===== src/rtl/cpu_pkg.sv =====
// ----------------------------------------------------------------------------
// cpu_pkg
// Shared definitions for the CPU sequencer control unit:
//   - 5-bit state encodings (state_e)
//   - opcode constants OPC_LOAD..OPC_AND
//   - ALU_OP_* constants driven on alu_op
//   - instruction field widths and slice positions
//   - alu_op_of(): maps an ALU opcode to its alu_op selector
// Related optional feature macro (used by cpu_seq_ctrl): CPU_SEQ_CTRL_PERF_CNT_EN
// ----------------------------------------------------------------------------
package cpu_pkg;

    localparam int CPU_STATE_W = 5;
    localparam int CPU_IDX_W   = 3;
    localparam int CPU_OPC_W   = 3;

    // Instruction layout: {code, rx, ry}
    localparam int CPU_CODE_LSB = 2 * CPU_IDX_W;
    localparam int CPU_RX_LSB   = CPU_IDX_W;
    localparam int CPU_RY_LSB   = 0;

    typedef enum logic [CPU_STATE_W-1:0] {
        ST_IDLE   = 5'b11111,
        ST_FETCH  = 5'b10000,
        ST_DECODE = 5'b00000,
        ST_LOAD   = 5'b00001,
        ST_MOV    = 5'b00010,
        ST_ALU1   = 5'b00011,
        ST_ALU2   = 5'b00100,
        ST_ALU3   = 5'b00101
    } state_e;

    localparam logic [CPU_OPC_W-1:0] OPC_LOAD = 3'b000;
    localparam logic [CPU_OPC_W-1:0] OPC_MOV  = 3'b001;
    localparam logic [CPU_OPC_W-1:0] OPC_ADD  = 3'b010;
    localparam logic [CPU_OPC_W-1:0] OPC_XOR  = 3'b011;
    localparam logic [CPU_OPC_W-1:0] OPC_OR   = 3'b100;
    localparam logic [CPU_OPC_W-1:0] OPC_AND  = 3'b101;

    localparam logic [1:0] ALU_OP_ADD = 2'b00;
    localparam logic [1:0] ALU_OP_XOR = 2'b01;
    localparam logic [1:0] ALU_OP_OR  = 2'b10;
    localparam logic [1:0] ALU_OP_AND = 2'b11;

    // Equivalent to (code - 3'b010) truncated to two bits for the ALU opcodes.
    function automatic logic [1:0] alu_op_of(input logic [CPU_OPC_W-1:0] code);
        logic [1:0] op;
        case (code)
            OPC_XOR: op = ALU_OP_XOR;
            OPC_OR:  op = ALU_OP_OR;
            OPC_AND: op = ALU_OP_AND;
            default: op = ALU_OP_ADD;
        endcase
        return op;
    endfunction

endpackage


===== src/rtl/cpu_seq_ctrl_next_state.sv =====
// ----------------------------------------------------------------------------
// ctrl_next_state
// Pure combinational next-state logic of the CPU sequencer.
// Ports:
//   i_state        current state register value
//   i_code         opcode field of the instruction register
//   i_start        leave IDLE request
//   i_instr_valid  instruction word on the memory interface is valid
//   o_next         state to load on the next clock edge
// ----------------------------------------------------------------------------
module ctrl_next_state
    import cpu_pkg::*;
(
    input  state_e               i_state,
    input  logic [CPU_OPC_W-1:0] i_code,
    input  logic                 i_start,
    input  logic                 i_instr_valid,
    output state_e               o_next
);

    always_comb begin
        o_next = ST_IDLE;
        case (i_state)
            ST_IDLE:   o_next = i_start ? ST_FETCH : ST_IDLE;
            ST_FETCH:  o_next = i_instr_valid ? ST_DECODE : ST_FETCH;
            ST_DECODE: begin
                case (i_code)
                    OPC_LOAD:                         o_next = ST_LOAD;
                    OPC_MOV:                          o_next = ST_MOV;
                    OPC_ADD, OPC_XOR, OPC_OR, OPC_AND: o_next = ST_ALU1;
                    // undefined opcodes are dropped and the next word fetched
                    default:                          o_next = ST_FETCH;
                endcase
            end
            ST_LOAD:   o_next = ST_FETCH;
            ST_MOV:    o_next = ST_FETCH;
            ST_ALU1:   o_next = ST_ALU2;
            ST_ALU2:   o_next = ST_ALU3;
            ST_ALU3:   o_next = ST_FETCH;
            // any unencoded value recovers through IDLE
            default:   o_next = ST_IDLE;
        endcase
    end

endmodule


===== src/rtl/cpu_seq_ctrl.sv =====
// ----------------------------------------------------------------------------
// cpu_seq_ctrl
// Control unit sequencing the simple CPU datapath (register file, bus mux,
// A/G latches, ALU). Holds the state register and instruction register,
// fetches over a valid/ack handshake and drives Moore-style strobes decoded
// from the current state and IR.
// Optional feature macro: CPU_SEQ_CTRL_PERF_CNT_EN adds retired_cnt.
// Ports:
//   clk          rising-edge clock
//   rst          synchronous active-low reset
//   start        leave IDLE (sampled only in IDLE)
//   instr        instruction word {code, rx, ry}
//   instr_valid  instr is valid this cycle
//   instr_ack    instr captured into IR this cycle
//   reg_en       one-hot register write enable
//   bus_sel      register index driven onto the bus
//   din_out      external din drives the bus
//   a_in/g_in    load A latch from bus / G latch from ALU
//   g_out        G drives the bus
//   alu_op       00 add, 01 xor, 10 or, 11 and
//   done         instruction completes this cycle
//   illegal      undefined opcode decoded this cycle
//   busy         state is not IDLE
//   state_q      current state (debug)
//   retired_cnt  [macro only] count of completed instructions, wraps
// ----------------------------------------------------------------------------
module cpu_seq_ctrl
    import cpu_pkg::*;
#(
    parameter int IDX_W   = CPU_IDX_W,
    parameter int REG_CNT = 2**IDX_W,
    parameter int OPC_W   = CPU_OPC_W,
    parameter int INSTR_W = OPC_W + 2*IDX_W
)(
    input  logic                   clk,
    input  logic                   rst,
    input  logic                   start,
    input  logic [INSTR_W-1:0]     instr,
    input  logic                   instr_valid,
    output logic                   instr_ack,
    output logic [REG_CNT-1:0]     reg_en,
    output logic [IDX_W-1:0]       bus_sel,
    output logic                   din_out,
    output logic                   a_in,
    output logic                   g_in,
    output logic                   g_out,
    output logic [1:0]             alu_op,
    output logic                   done,
    output logic                   illegal,
    output logic                   busy,
    output logic [CPU_STATE_W-1:0] state_q
`ifdef CPU_SEQ_CTRL_PERF_CNT_EN
    ,
    output logic [15:0]            retired_cnt
`endif
);

    state_e             r_state;
    state_e             w_next;
    logic [INSTR_W-1:0] r_ir;
    logic [OPC_W-1:0]   w_code;
    logic [IDX_W-1:0]   w_rx;
    logic [IDX_W-1:0]   w_ry;
    logic [REG_CNT-1:0] w_rx_dec;

    assign w_code   = r_ir[CPU_CODE_LSB +: OPC_W];
    assign w_rx     = r_ir[CPU_RX_LSB +: IDX_W];
    assign w_ry     = r_ir[CPU_RY_LSB +: IDX_W];
    assign w_rx_dec = REG_CNT'(1) << w_rx;

    ctrl_next_state u_next (
        .i_state       (r_state),
        .i_code        (w_code),
        .i_start       (start),
        .i_instr_valid (instr_valid),
        .o_next        (w_next)
    );

    always_ff @(posedge clk) begin
        if (!rst) begin
            r_state <= ST_IDLE;
            r_ir    <= '0;
        end else begin
            r_state <= w_next;
            if (r_state == ST_FETCH && instr_valid) begin
                r_ir <= instr;
            end
        end
    end

    always_comb begin
        instr_ack = 1'b0;
        reg_en    = '0;
        bus_sel   = '0;
        din_out   = 1'b0;
        a_in      = 1'b0;
        g_in      = 1'b0;
        g_out     = 1'b0;
        alu_op    = ALU_OP_ADD;
        done      = 1'b0;
        illegal   = 1'b0;
        case (r_state)
            ST_FETCH:  instr_ack = instr_valid;
            ST_DECODE: illegal   = (w_code > OPC_AND);
            ST_LOAD: begin
                din_out = 1'b1;
                reg_en  = w_rx_dec;
                done    = 1'b1;
            end
            ST_MOV: begin
                bus_sel = w_ry;
                reg_en  = w_rx_dec;
                done    = 1'b1;
            end
            ST_ALU1: begin
                bus_sel = w_rx;
                a_in    = 1'b1;
            end
            ST_ALU2: begin
                bus_sel = w_ry;
                g_in    = 1'b1;
                alu_op  = alu_op_of(w_code);
            end
            ST_ALU3: begin
                g_out  = 1'b1;
                reg_en = w_rx_dec;
                done   = 1'b1;
            end
            default: ;
        endcase
    end

    assign busy    = (r_state != ST_IDLE);
    assign state_q = r_state;

`ifdef CPU_SEQ_CTRL_PERF_CNT_EN
    logic [15:0] r_retired;

    // done is only ever high in LOAD/MOV/ALU3, so illegal ops never count
    always_ff @(posedge clk) begin
        if (!rst) begin
            r_retired <= '0;
        end else if (done) begin
            r_retired <= r_retired + 16'd1;
        end
    end

    assign retired_cnt = r_retired;
`endif

endmodule


===== config.mk =====
export PLATFORM = sky130hd
export DESIGN_NAME = cpu_seq_ctrl
export DESIGN_NICKNAME = d
export VERILOG_FILES = /design/src/rtl/cpu_pkg.sv /design/src/rtl/cpu_seq_ctrl_next_state.sv /design/src/rtl/cpu_seq_ctrl.sv
export SDC_FILE = /design/constraint.sdc
export NUM_CORES = 1
export LEC_CHECK = 0
export BUFFER_PORTS_ARGS = -buffer_cell sky130_fd_sc_hd__buf_2
export CAP_MARGIN = 5
export CORE_AREA = 2 2 46 48
export CTS_CLUSTER_DIAMETER = 40
export DETAILED_ROUTE_END_ITERATION = 8
export DIE_AREA = 0 0 48 50
export PLACE_DENSITY = 0.79
export SLEW_MARGIN = 20
export SYNTH_ARGS = -nofsm -noshare
export SYNTH_HDL_FRONTEND = slang
export SYNTH_SLANG_ARGS = --single-unit

===== constraint.sdc =====
create_clock -name clk -period 2.3 [get_ports clk]
set_clock_uncertainty 0.15 [all_clocks]
set_input_delay 0 -clock clk [delete_from_list [all_inputs] [get_ports clk]]
set_output_delay 0 -clock clk [all_outputs]
set_load 0.02 [all_outputs]

==> qor.yml <==
finish:
  final_cell_area_um2: 1242
  most_frequent_cells_in_the_layout: "sky130_fd_sc_hd__buf_2 (38), sky130_fd_sc_hd__nand2_1 (17), sky130_fd_sc_hd__dlygate4sd3_1 (15), sky130_fd_sc_hd__dfxtp_1 (14), sky130_fd_sc_hd__nand3_1 (12)"
  syn2layout_area_growth_pct: 41.45
  fill_cells: 174
  insertedDiodeCount: 0
  most_frequent_standard_cell_in_the_layout_excluding_fill_and_tap_cells: "sky130_fd_sc_hd__buf_2"
  layout-drive-gt1-share_pct: 37.42
  area_taken_by_flip_flops_and_latches_um2: 280.3
  layout.nets: 177
  finalNonFillerCells: 190
  multi_input_area_um2: 529.3
timing:
  worst_pin_slew_ps: 461.0
  grt_setup_unrepaired: "no"
  post-route-period-util_pct: 92.43
  timing.max_slew.rel_slack_pct: 69.23
  final_critical_period_ps: 2126
  max_clock_freq_ghz: 0.4704
  finalSetupTns_ps: 0
  smallest_setup_slack_after_layout_ps: 174.1
  whs_ps: 332.4
  timing_hold_violations_final: 0
  slew_violations: 0
  report.final.setup_viol: 0
route:
  drc: 0
  first_pass_iteration_count_of_the_detailed_router: 4
  detail_route.vias_per_cell: 5.000
  wirelength_um: 2195
  ant_nets: 0
  wl_per_cell_um: 11.55
  vias: 950
  drt_first_iter_violations: 8
yosys:
  avgSynthCellArea_um2: 7.842
  synth-seq-cells: 14
  yosysSeqAreaShare_pct: 31.91
  synth_cell_types: 32
  synthesis.instances: 112
  synth_top_cells_by_area: "sky130_fd_sc_hd__dfxtp_1 (32%), sky130_fd_sc_hd__o21ai_2 (10%), sky130_fd_sc_hd__nand2_1 (7.3%), sky130_fd_sc_hd__nand3_1 (6.8%), sky130_fd_sc_hd__nor3b_1 (5.1%)"
  synth.top_cell.area_share_pct: 31.91
  syn-num-nets: 125
  synth-edff-count: 0
  synth_top_area_cell: "sky130_fd_sc_hd__dfxtp_1"
  synthesis.yosys.warnings: 0
  yosys_most_used_dff: "sky130_fd_sc_hd__dfxtp_1"
  post_synthesis_async_set_or_reset_flop_share_pct: 0
  post_synth_instance_area_um2: 878.3
setup_path:
  cp_data_arrival_time_ps: 2190
  cp_max_fo: 13
  worst_setup_path_start_kind: "flip-flop"
  worst_setup_path_end_kind: "flip-flop"
  critical_path_class: "reg -> reg"
  worstPathRequired_ps: 2370
clocking:
  cts_num_sinks: 14
  cts_tree: "done"
  post-cts-setup-buffer-count: 0
  htree_levels: 1
  worst_setup_hold_path_clk_slew_ps: 80
  cts-buffers-inserted: 3
  worstSkewPairLatency_ps: 280
  cts_buffer_depth: 2
  clockRootBuffer: "sky130_fd_sc_hd__clkbuf_4"
grt:
  grt_first_pass_wirelength_um: 3394
  grt_remaining_overflow: 0
  track_usage_pct: 19.30
  grt_pass1_vias: 845
  grt_antenna_before_repair: 0
  largest_net_degree_at_the_start_of_global_routing: 21
floorplanning:
  initial_utilization_pct: 46.18
  number_of_top_level_pins: 39
  dieWidth_um: 48
  die_area_um2: 2400
  row_count: 16
  die_y_um: 50
  core-area_um2: 1902
place:
  detailedPlacementHpwl_um: 1560
  io_buffer_count: 38
  cell_count_post_placement: 171
  place.gp.congestion: 0.9014
  placement.cell_area_um2: 1055
  post-place-ws_ps: 451.5
power:
  p_comb_share_pct: 15.0
  ir_drop_mv: 0.3700
  netSwitchingPower_mw: 0.1332
  power_report.internal_total_mw: 0.3846
  pwr-share-clk_pct: 33.5
  p_leak_nw: 0.5465
  power.sequential.fraction_pct: 51.5
  p_per_area_nw_per_um2: 416.8
  switching_share_pct: 25.73
run_status:
  run_status: "complete, no violations"
hold_path:
  timing.hold.worst.class: "reg -> reg"
flow_run:
  maxCapViolations: 0
[area by class of cell]
| type | instances | area share, % |
|---|---|---|
| well taps | 27 | 2.719 |
| multi-input cells | 88 | 42.60 |
| inverters | 2 | 0.6042 |
| repair buffers | 55 | 28.60 |
| flip-flops and latches | 14 | 22.56 |
| clock buffers | 4 | 2.920 |
[cells in the mapped netlist (2+ instances only)]
cell,number
sky130_fd_sc_hd__a22oi_1,3
sky130_fd_sc_hd__and3_1,2
sky130_fd_sc_hd__buf_4,2
sky130_fd_sc_hd__clkbuf_1,3
sky130_fd_sc_hd__dfxtp_1,14
sky130_fd_sc_hd__inv_1,2
sky130_fd_sc_hd__nand2_1,17
sky130_fd_sc_hd__nand2b_1,2
sky130_fd_sc_hd__nand3_1,12
sky130_fd_sc_hd__nand3b_1,2
sky130_fd_sc_hd__nor2_1,11
sky130_fd_sc_hd__nor3_1,6
sky130_fd_sc_hd__nor3b_1,6
sky130_fd_sc_hd__o21ai_0,3
sky130_fd_sc_hd__o21ai_2,10
[sequential cells by signal (all words and copies together), names as in the netlist]
register  count
state_q       5
r_ir          9
[worst paths after layout]
kind	from	endpoint	slack, ps	cells after the start
setup / recovery	state_q[2]	r_ir[6]	170	5
hold / removal	r_ir[1]	r_ir[1]	330	2
hold reg to reg	r_ir[1]	r_ir[1]	330	2
setup reg to reg	state_q[2]	r_ir[6]	170	5
[what timing repair did]
action | CTS | global route
gates resized for setup | 0 | 1
hold buffers | 15 | 0
hold endpoints to repair | 14 | 0
setup endpoints to repair | 0 | 3
[per-stage QoR]
stage	total power [mW]	util, %
finish	0.5178	65.33
global route	0.5377	65.33
CTS	0.5179	65.26
global placement	0.3305	55.46
floorplan	0.3125	-
detailed placement	0.3334	55.46
[critical path, cell delays in order (launching register included)]
cell and delay (ps):
sky130_fd_sc_hd__dfxtp_1 450, sky130_fd_sc_hd__nor4_4 400, sky130_fd_sc_hd__and3_2 340, sky130_fd_sc_hd__nand3_1 90, sky130_fd_sc_hd__dlygate4sd3_1 580, sky130_fd_sc_hd__o21ai_2 50
[power groups by stage]
stage / Clock (mW) / Sequential [mW] / Combinational, mW
after floorplan: 0 / 0.268 / 0.0445
after global placement: 0 / 0.271 / 0.0598
after detailed placement: 0 / 0.272 / 0.0610
after CTS: 0.175 / 0.267 / 0.0766
after global routing: 0.185 / 0.269 / 0.0838
final: 0.174 / 0.267 / 0.0774
[cell families (layout without fill, tap and decap cells)]
family                 Yosys count  count (layout)  synth area share [%]
AO/OA/AOI/OAI                   20              20                 17.52
buffers and inverters           10              61                 7.976
AND/OR/NAND/NOR                 66              66                 40.60
flip-flops                      14              14                 31.91
XOR/XNOR                         2               2                 1.995
[routing by layer]
layer	vias to the layer above	wire [um]	GRT usage, %
met5	-	0	0
met4	0	25	6.757
met3	4	80	2.198
met2	24	1099	32.89
met1	429	989	23.82
li1	493	-	-
No activity file was read; power rests on OpenSTA's default activity.
